--- config.mk ---
export PLATFORM = sky130hd
export DESIGN_NAME = frame_sequencer
export DESIGN_NICKNAME = d
export VERILOG_FILES = /design/src/rtl/seq_pkg.sv /design/src/rtl/frame_bank.sv /design/src/rtl/frame_sequencer.sv
export SDC_FILE = /design/constraint.sdc
export NUM_CORES = 1
export LEC_CHECK = 0
export CORE_ASPECT_RATIO = 0.5
export CORE_MARGIN = 1.5
export CORE_UTILIZATION = 45
export CTS_CLUSTER_DIAMETER = 40
export CTS_CLUSTER_SIZE = 25
export DETAILED_ROUTE_END_ITERATION = 10
export PLACE_DENSITY = 0.73
export SLEW_MARGIN = 20
export SYNTH_ARGS = -nofsm -noshare
export SYNTH_HDL_FRONTEND = slang
export SYNTH_HIERARCHICAL = 1
export SYNTH_SLANG_ARGS = --single-unit
--- constraint.sdc ---
create_clock -name i_clk -period 4.5 [get_ports i_clk]
set_input_delay 0.675 -clock i_clk [delete_from_list [all_inputs] [get_ports i_clk]]
set_output_delay 0.675 -clock i_clk [all_outputs]
set_load 0.005 [all_outputs]
--- src/rtl/seq_pkg.sv ---
// seq_pkg: shared definitions for the frame sequencer.
//   state_t       - scheduler FSM states
//   FRAME_LEN_DEF - default words per frame
//   DATA_W_DEF    - default signed sample width
//   sample_t      - signed sample word at the default width
package seq_pkg;
  localparam int FRAME_LEN_DEF = 40;
  localparam int DATA_W_DEF    = 16;

  typedef logic signed [DATA_W_DEF-1:0] sample_t;

  typedef enum logic [1:0] {
    S_IDLE,
    S_ISSUE,
    S_WAIT
  } state_t;
endpackage

--- src/rtl/frame_bank.sv ---
// frame_bank: ping-pong frame storage, two banks of FRAME_LEN signed words.
//   clk, rst  - clock, synchronous active-high reset (clears data and flags)
//   we        - write strobe; wbank/wptr/wdata select bank, word and value
//   set_full  - qualifies a write as the last word, marking wbank full
//   clr_full  - releases bank rbank (frame retired)
//   rbank     - bank presented on rdata
//   full      - per-bank full flags
//   rdata     - combinational view of bank rbank
module frame_bank import seq_pkg::*; #(
  parameter int FRAME_LEN = FRAME_LEN_DEF,
  parameter int DATA_W    = DATA_W_DEF
) (
  input  logic                        clk,
  input  logic                        rst,
  input  logic                        we,
  input  logic                        wbank,
  input  logic [$clog2(FRAME_LEN)-1:0] wptr,
  input  logic signed [DATA_W-1:0]    wdata,
  input  logic                        set_full,
  input  logic                        clr_full,
  input  logic                        rbank,
  output logic [1:0]                  full,
  output logic signed [DATA_W-1:0]    rdata [FRAME_LEN]
);
  logic signed [DATA_W-1:0] mem [2][FRAME_LEN];

  // Retire and fill-complete never target the same bank: a full bank
  // cannot be written, so both updates may land on one edge.
  always_ff @(posedge clk) begin
    if (rst) begin
      for (int b = 0; b < 2; b++)
        for (int w = 0; w < FRAME_LEN; w++)
          mem[b][w] <= '0;
      full <= '0;
    end else begin
      if (we) mem[wbank][wptr] <= wdata;
      if (we && set_full) full[wbank] <= 1'b1;
      if (clr_full) full[rbank] <= 1'b0;
    end
  end

  always_comb begin
    for (int w = 0; w < FRAME_LEN; w++)
      rdata[w] = mem[rbank][w];
  end
endmodule

--- src/rtl/frame_sequencer.sv ---
// frame_sequencer: collects streaming samples into ping-pong frames and
// issues each full frame to the recognition core, holding it until the core
// acks, reports a finished word, or the watchdog expires.
//   i_clk, i_rst_n     - clock; synchronous active-high reset
//   i_sample_valid/i_sample/o_sample_ready - sample stream handshake
//   i_flush            - discard the partially filled frame
//   o_core_next        - one-cycle frame-issue pulse
//   o_core_data        - frame in flight (bank[issue_bank])
//   i_core_next        - core frame ack
//   i_core_finished    - core word-complete pulse
//   o_word_done        - registered copy of a finished seen while waiting
//   o_busy             - frame in flight
//   o_frame_count/o_drop_count/o_timeout_count - saturating statistics
// Build option: define SEQ_STATS_EN to implement the statistics counters;
// otherwise they are removed and the three ports read 0.
module frame_sequencer import seq_pkg::*; #(
  parameter int FRAME_LEN   = FRAME_LEN_DEF,
  parameter int DATA_W      = DATA_W_DEF,
  parameter int TIMEOUT_CYC = 4096,
  parameter int CNT_W       = 16
) (
  input  logic                     i_clk,
  input  logic                     i_rst_n,
  input  logic                     i_sample_valid,
  input  logic signed [DATA_W-1:0] i_sample,
  output logic                     o_sample_ready,
  input  logic                     i_flush,
  output logic                     o_core_next,
  output logic signed [DATA_W-1:0] o_core_data [FRAME_LEN],
  input  logic                     i_core_next,
  input  logic                     i_core_finished,
  output logic                     o_word_done,
  output logic                     o_busy,
  output logic [CNT_W-1:0]         o_frame_count,
  output logic [CNT_W-1:0]         o_drop_count,
  output logic [CNT_W-1:0]         o_timeout_count
);
  localparam int PTR_W = $clog2(FRAME_LEN);
  localparam int TMR_W = $clog2(TIMEOUT_CYC);
  localparam logic [PTR_W-1:0] LAST    = PTR_W'(FRAME_LEN - 1);
  localparam logic [TMR_W-1:0] TMR_MAX = TMR_W'(TIMEOUT_CYC - 1);

  state_t             state, state_nxt;
  logic [PTR_W-1:0]   ptr;
  logic [TMR_W-1:0]   timer;
  logic               fill_bank, issue_bank;
  logic [1:0]         full;
  logic               accept, retire, timed_out, word_done;

  assign o_sample_ready = !full[fill_bank];
  // Flush wins over a same-cycle sample.
  assign accept         = i_sample_valid && o_sample_ready && !i_flush;
  assign o_core_next    = (state == S_ISSUE);
  assign o_busy         = (state != S_IDLE);
  assign o_word_done    = word_done;

  frame_bank #(.FRAME_LEN(FRAME_LEN), .DATA_W(DATA_W)) u_bank (
    .clk      (i_clk),
    .rst      (i_rst_n),
    .we       (accept),
    .wbank    (fill_bank),
    .wptr     (ptr),
    .wdata    (i_sample),
    .set_full (ptr == LAST),
    .clr_full (retire),
    .rbank    (issue_bank),
    .full     (full),
    .rdata    (o_core_data)
  );

  // Fill pointer and bank select.
  always_ff @(posedge i_clk) begin
    if (i_rst_n) begin
      ptr       <= '0;
      fill_bank <= 1'b0;
    end else if (i_flush) begin
      ptr <= '0;
    end else if (accept) begin
      if (ptr == LAST) begin
        ptr       <= '0;
        fill_bank <= ~fill_bank;
      end else begin
        ptr <= ptr + PTR_W'(1);
      end
    end
  end

  always_ff @(posedge i_clk) begin
    if (i_rst_n) begin
      state      <= S_IDLE;
      timer      <= '0;
      issue_bank <= 1'b0;
      word_done  <= 1'b0;
    end else begin
      state     <= state_nxt;
      word_done <= (state == S_WAIT) && i_core_finished;
      if (state == S_ISSUE) timer <= '0;
      else if (state == S_WAIT) timer <= timer + TMR_W'(1);
      if (retire) issue_bank <= ~issue_bank;
    end
  end

  always_comb begin
    state_nxt = state;
    retire    = 1'b0;
    case (state)
      S_IDLE:  if (full[issue_bank]) state_nxt = S_ISSUE;
      S_ISSUE: state_nxt = S_WAIT;
      S_WAIT:
        if (i_core_next || i_core_finished || timer == TMR_MAX) begin
          retire    = 1'b1;
          state_nxt = S_IDLE;
        end
      default: state_nxt = S_IDLE;
    endcase
  end

  // A core response on the expiry cycle counts as a normal completion.
  assign timed_out = retire && !i_core_next && !i_core_finished;

`ifdef SEQ_STATS_EN
  localparam logic [CNT_W-1:0] CNT_MAX = '1;
  logic [CNT_W-1:0] frame_cnt, drop_cnt, tmo_cnt;

  always_ff @(posedge i_clk) begin
    if (i_rst_n) begin
      frame_cnt <= '0;
      drop_cnt  <= '0;
      tmo_cnt   <= '0;
    end else begin
      if (retire && frame_cnt != CNT_MAX) frame_cnt <= frame_cnt + CNT_W'(1);
      if (i_sample_valid && !o_sample_ready && drop_cnt != CNT_MAX)
        drop_cnt <= drop_cnt + CNT_W'(1);
      if (timed_out && tmo_cnt != CNT_MAX) tmo_cnt <= tmo_cnt + CNT_W'(1);
    end
  end

  assign o_frame_count   = frame_cnt;
  assign o_drop_count    = drop_cnt;
  assign o_timeout_count = tmo_cnt;
`else
  logic unused_stats;
  assign unused_stats    = timed_out;
  assign o_frame_count   = '0;
  assign o_drop_count    = '0;
  assign o_timeout_count = '0;
`endif
endmodule

==> impl_metrics.csv <==
group,metric,value,unit
clock_network,clkTransAtPathRegs,0.08,ns
logic_synthesis,synth_cells,3217,
worst_setup_path,crit_path_end_kind,"output pin",
floorplan,ioPinCount,714,
clock_network,cts_tree,"built",
worst_setup_path,crit_arrival,3.29,ns
place,portBuffers,665,
logic_synthesis,ys_async_sr_fraction,0,%
detailed_routing,viasPerCell,5.64,
power,p_leak,22.6,nW
sta,finClkSkew,0.0188,ns
logic_synthesis,syn_avg_cell_area,16.2,sq um
clock_network,clkLatencyLatePin,0.74,ns
floorplan,start_util,45.8,%
clock_network,cts_resized,0,
logic_synthesis,synthSimpleGateAreaFrac,7.17,%
job,maxCapViolCount,0,
worst_setup_path,path_class,"flop to output pin",
floorplan,core_region_area,114000,sq um
power,power_frac_seq,53.8,%
detailed_routing,wl_per_cell,29.6,um
power,p_total,25.9,mW
global_routing,grt.total_usage,27.1,%
global_routing,grt_pass1_wl,226,mm
place,place_area,60900,sq um
sta,tightest_slew,1.10,ns
detailed_routing,num_vias,31200,
logic_synthesis,ys_ff_latch,1305,
sta,fin_crit_sh,88.1,%
place,dp_hpwl,109,mm
clock_network,cts_buffers,113,
sta,final-hold-violation-count,0,
logic_synthesis,synth_top_family_by_area,"multiplexers",
logic_synthesis,synthXorXnorAreaFrac,0.202,%
final_layout,syn2layout_area_growth,24.7,%
logic_synthesis,ys_top_cells_by_area,"edfxtp_1 (74%), mux2_2 (14%), nor2_1 (4.8%)",
worst_setup_path,start_kind,"flop",
sta,fmax,252,MHz
global_routing,grt_start_max_net_pins,92,
floorplan,die_x,484,um
power,peakVddDrop,0.324,mV
detailed_routing,dr.pass1.iters,6,
logic_synthesis,synth_edf_count,1280,
clock_network,post_cts_buffers,0,
global_routing,antenna_found_initial,11,
outcome,outcome,"complete, no violations",
sta,slew_headroom,26.1,%
detailed_routing,antenna_left,0,
clock_network,cts.sinks,1305,
floorplan,dieArea,118000,sq um
floorplan,num_rows,87,
sta,setup_viol,0,
logic_synthesis,synth_largest_area_cell,"edfxtp_1",
logic_synthesis,synth_compound_area_share,1.39,%
clock_network,root_buffer,"clkbuf_16",
logic_synthesis,synth_most_common_cell,"edfxtp_1",
logic_synthesis,seq_area_frac_synth,74.8,%
logic_synthesis,yosys_warnings,6,
worst_setup_path,cp.required,3.83,ns
logic_synthesis,yosysTopAreaCellShare,73.8,%
global_routing,grt_overflow,0,
final_layout,final_util,57.1,%
clock_network,holdBufCountCts,0,
final_layout,nets,3938,
sta,rsz0062_at_grt,"no",
place,globalplace.congestion,0.919,
final_layout,drive_gt1_share,25.2,%
floorplan,die_h,244,um
logic_synthesis,synthFlopType,"edfxtp_1",
sta,maxSlewViolCount,0,
clock_network,ctsLongestPathBuffers,3,
worst_setup_path,worstPathMaxFanout,57,
detailed_routing,route.detailed.drc,0,
final_layout,fin_area,64900,sq um
global_routing,grt_pass1_vias,30800,
power,cell_internal_pwr,19.9,mW
sta,fin_crit,3.97,ns
power,power.density,399,nW/um^2
power,netSwitchingFraction,23.2,%
detailed_routing,wirelength,163,mm
worst_hold_path,hold_path.class,"input pin to flop",
logic_synthesis,syn_area,52100,sq um
logic_synthesis,yosysUniqueCellTypes,55,
logic_synthesis,synthMuxAreaShare,14.0,%
sta,finalSetupTns,0,ns
detailed_routing,first_iter_violations,3457,
logic_synthesis,synth_adder_area_share,0.0481,%
power,combPwrFrac,5.9,%
power,power_switching,6.00,mW
place,dpl_worst_slack,0.600,ns
power,power_frac_clock,40.3,%
logic_synthesis,synth_common_cells,"edfxtp_1 (1280), nor2_1 (661), mux2_2 (640)",
clock_network,h-tree-depth,3,
sta,fin_ws,0.533,ns
[cell type report]
| class | instances | area, sq um |
|---|---|---|
| Timing Repair Buffer | 783 | 7760 |
| Clock inverter | 93 | 1160 |
| Inverter | 5 | 20.0 |
| Fill cell | 8556 | 48700 |
| Sequential cell | 1305 | 38900 |
| Tap cell | 1513 | 1890 |
| Clock buffer | 121 | 2880 |
| Antenna cell | 1 | 2.50 |
| Multi-Input combinational cell | 1706 | 12200 |
[state kept, by name, indices dropped and copies added (netlist names)]
signal and cells:
fill_bank 1, issue_bank 1, o_word_done 1, ptr 6
state 2, timer 12, u_bank/full 2, u_bank/mem 1280
[worst max-delay path, stage by stage, from the launching register on]
cell,delay (ns)
dfxtp_4,1.02
buf_4,0.60
mux2_2,0.44
clkdlybuf4s50_1,0.46
[final timing paths]
path,start,cells past startpoint,slack [ns],end
setup / recovery,issue_bank,3,0.53,o_core_data[137]
setup reg to reg,fill_bank,8,1.29,u_bank/mem[1][115]
hold reg to reg,timer[11],2,0.51,timer[11]
hold / removal,i_rst_n,2,0.41,timer[1]
[routing by layer]
metal	GRT usage (%)	vias up	share of wire, %
li1	-	13100	-
met1	32.3	15900	35
met2	46.4	1747	50
met3	5.08	400	8.4
met4	15.1	2	6.1
met5	0	-	0.0080
[cells by family (layout without fill, tap and decap cells)]
kind of cell	after synthesis	after routing
flops	1305	1305
simple gates	901	901
mux	645	645
buf+inv	253	1002
compound gates	98	98
xor+xnor	12	12
fa+ha+maj	2	2
other cells	1	49
[power by group through the flow]
stage	clock, mW	combinational (mW)	sequential [mW]
global placement	0	1.51	14.2
finish	10.4	1.52	13.9
global route	11.0	1.56	13.9
detailed placement	0	1.52	14.2
CTS	10.5	1.53	13.9
floorplan	0	0.571	14.1
[through the flow]
stage | hold slack [ns] | cells
floorplan | 0.451 | 3264
global placement | 0.465 | 5312
detailed placement | 0.487 | 5312
CTS | 0.367 | 5526
global route | 0.407 | 5527
finish | 0.408 | 5527
[placed cells by master (no fill, tap or decap), types with 5 or more instances in the layout]
cell	count
nor2b_4	16
clkinv_2	7
nand2_1	137
nor2b_1	5
clkinv_4	6
and2_1	22
nand3_1	6
clkbuf_1	7
dfxtp_1	24
mux2_2	640
nor2_1	661
bufinv_16	8
buf_12	18
clkinv_1	6
xor2_1	11
a21o_1	59
inv_12	7
nand4_1	6
inv_8	17
clkinv_8	13
conb_1	48
buf_4	101
clkdlybuf4s50_1	664
clkbuf_16	114
edfxtp_1	1280
o21bai_1	16
inv_6	21
and3_1	5
a21oi_1	5
clkinvlp_4	5
No activity file was read; power rests on OpenSTA's default activity.
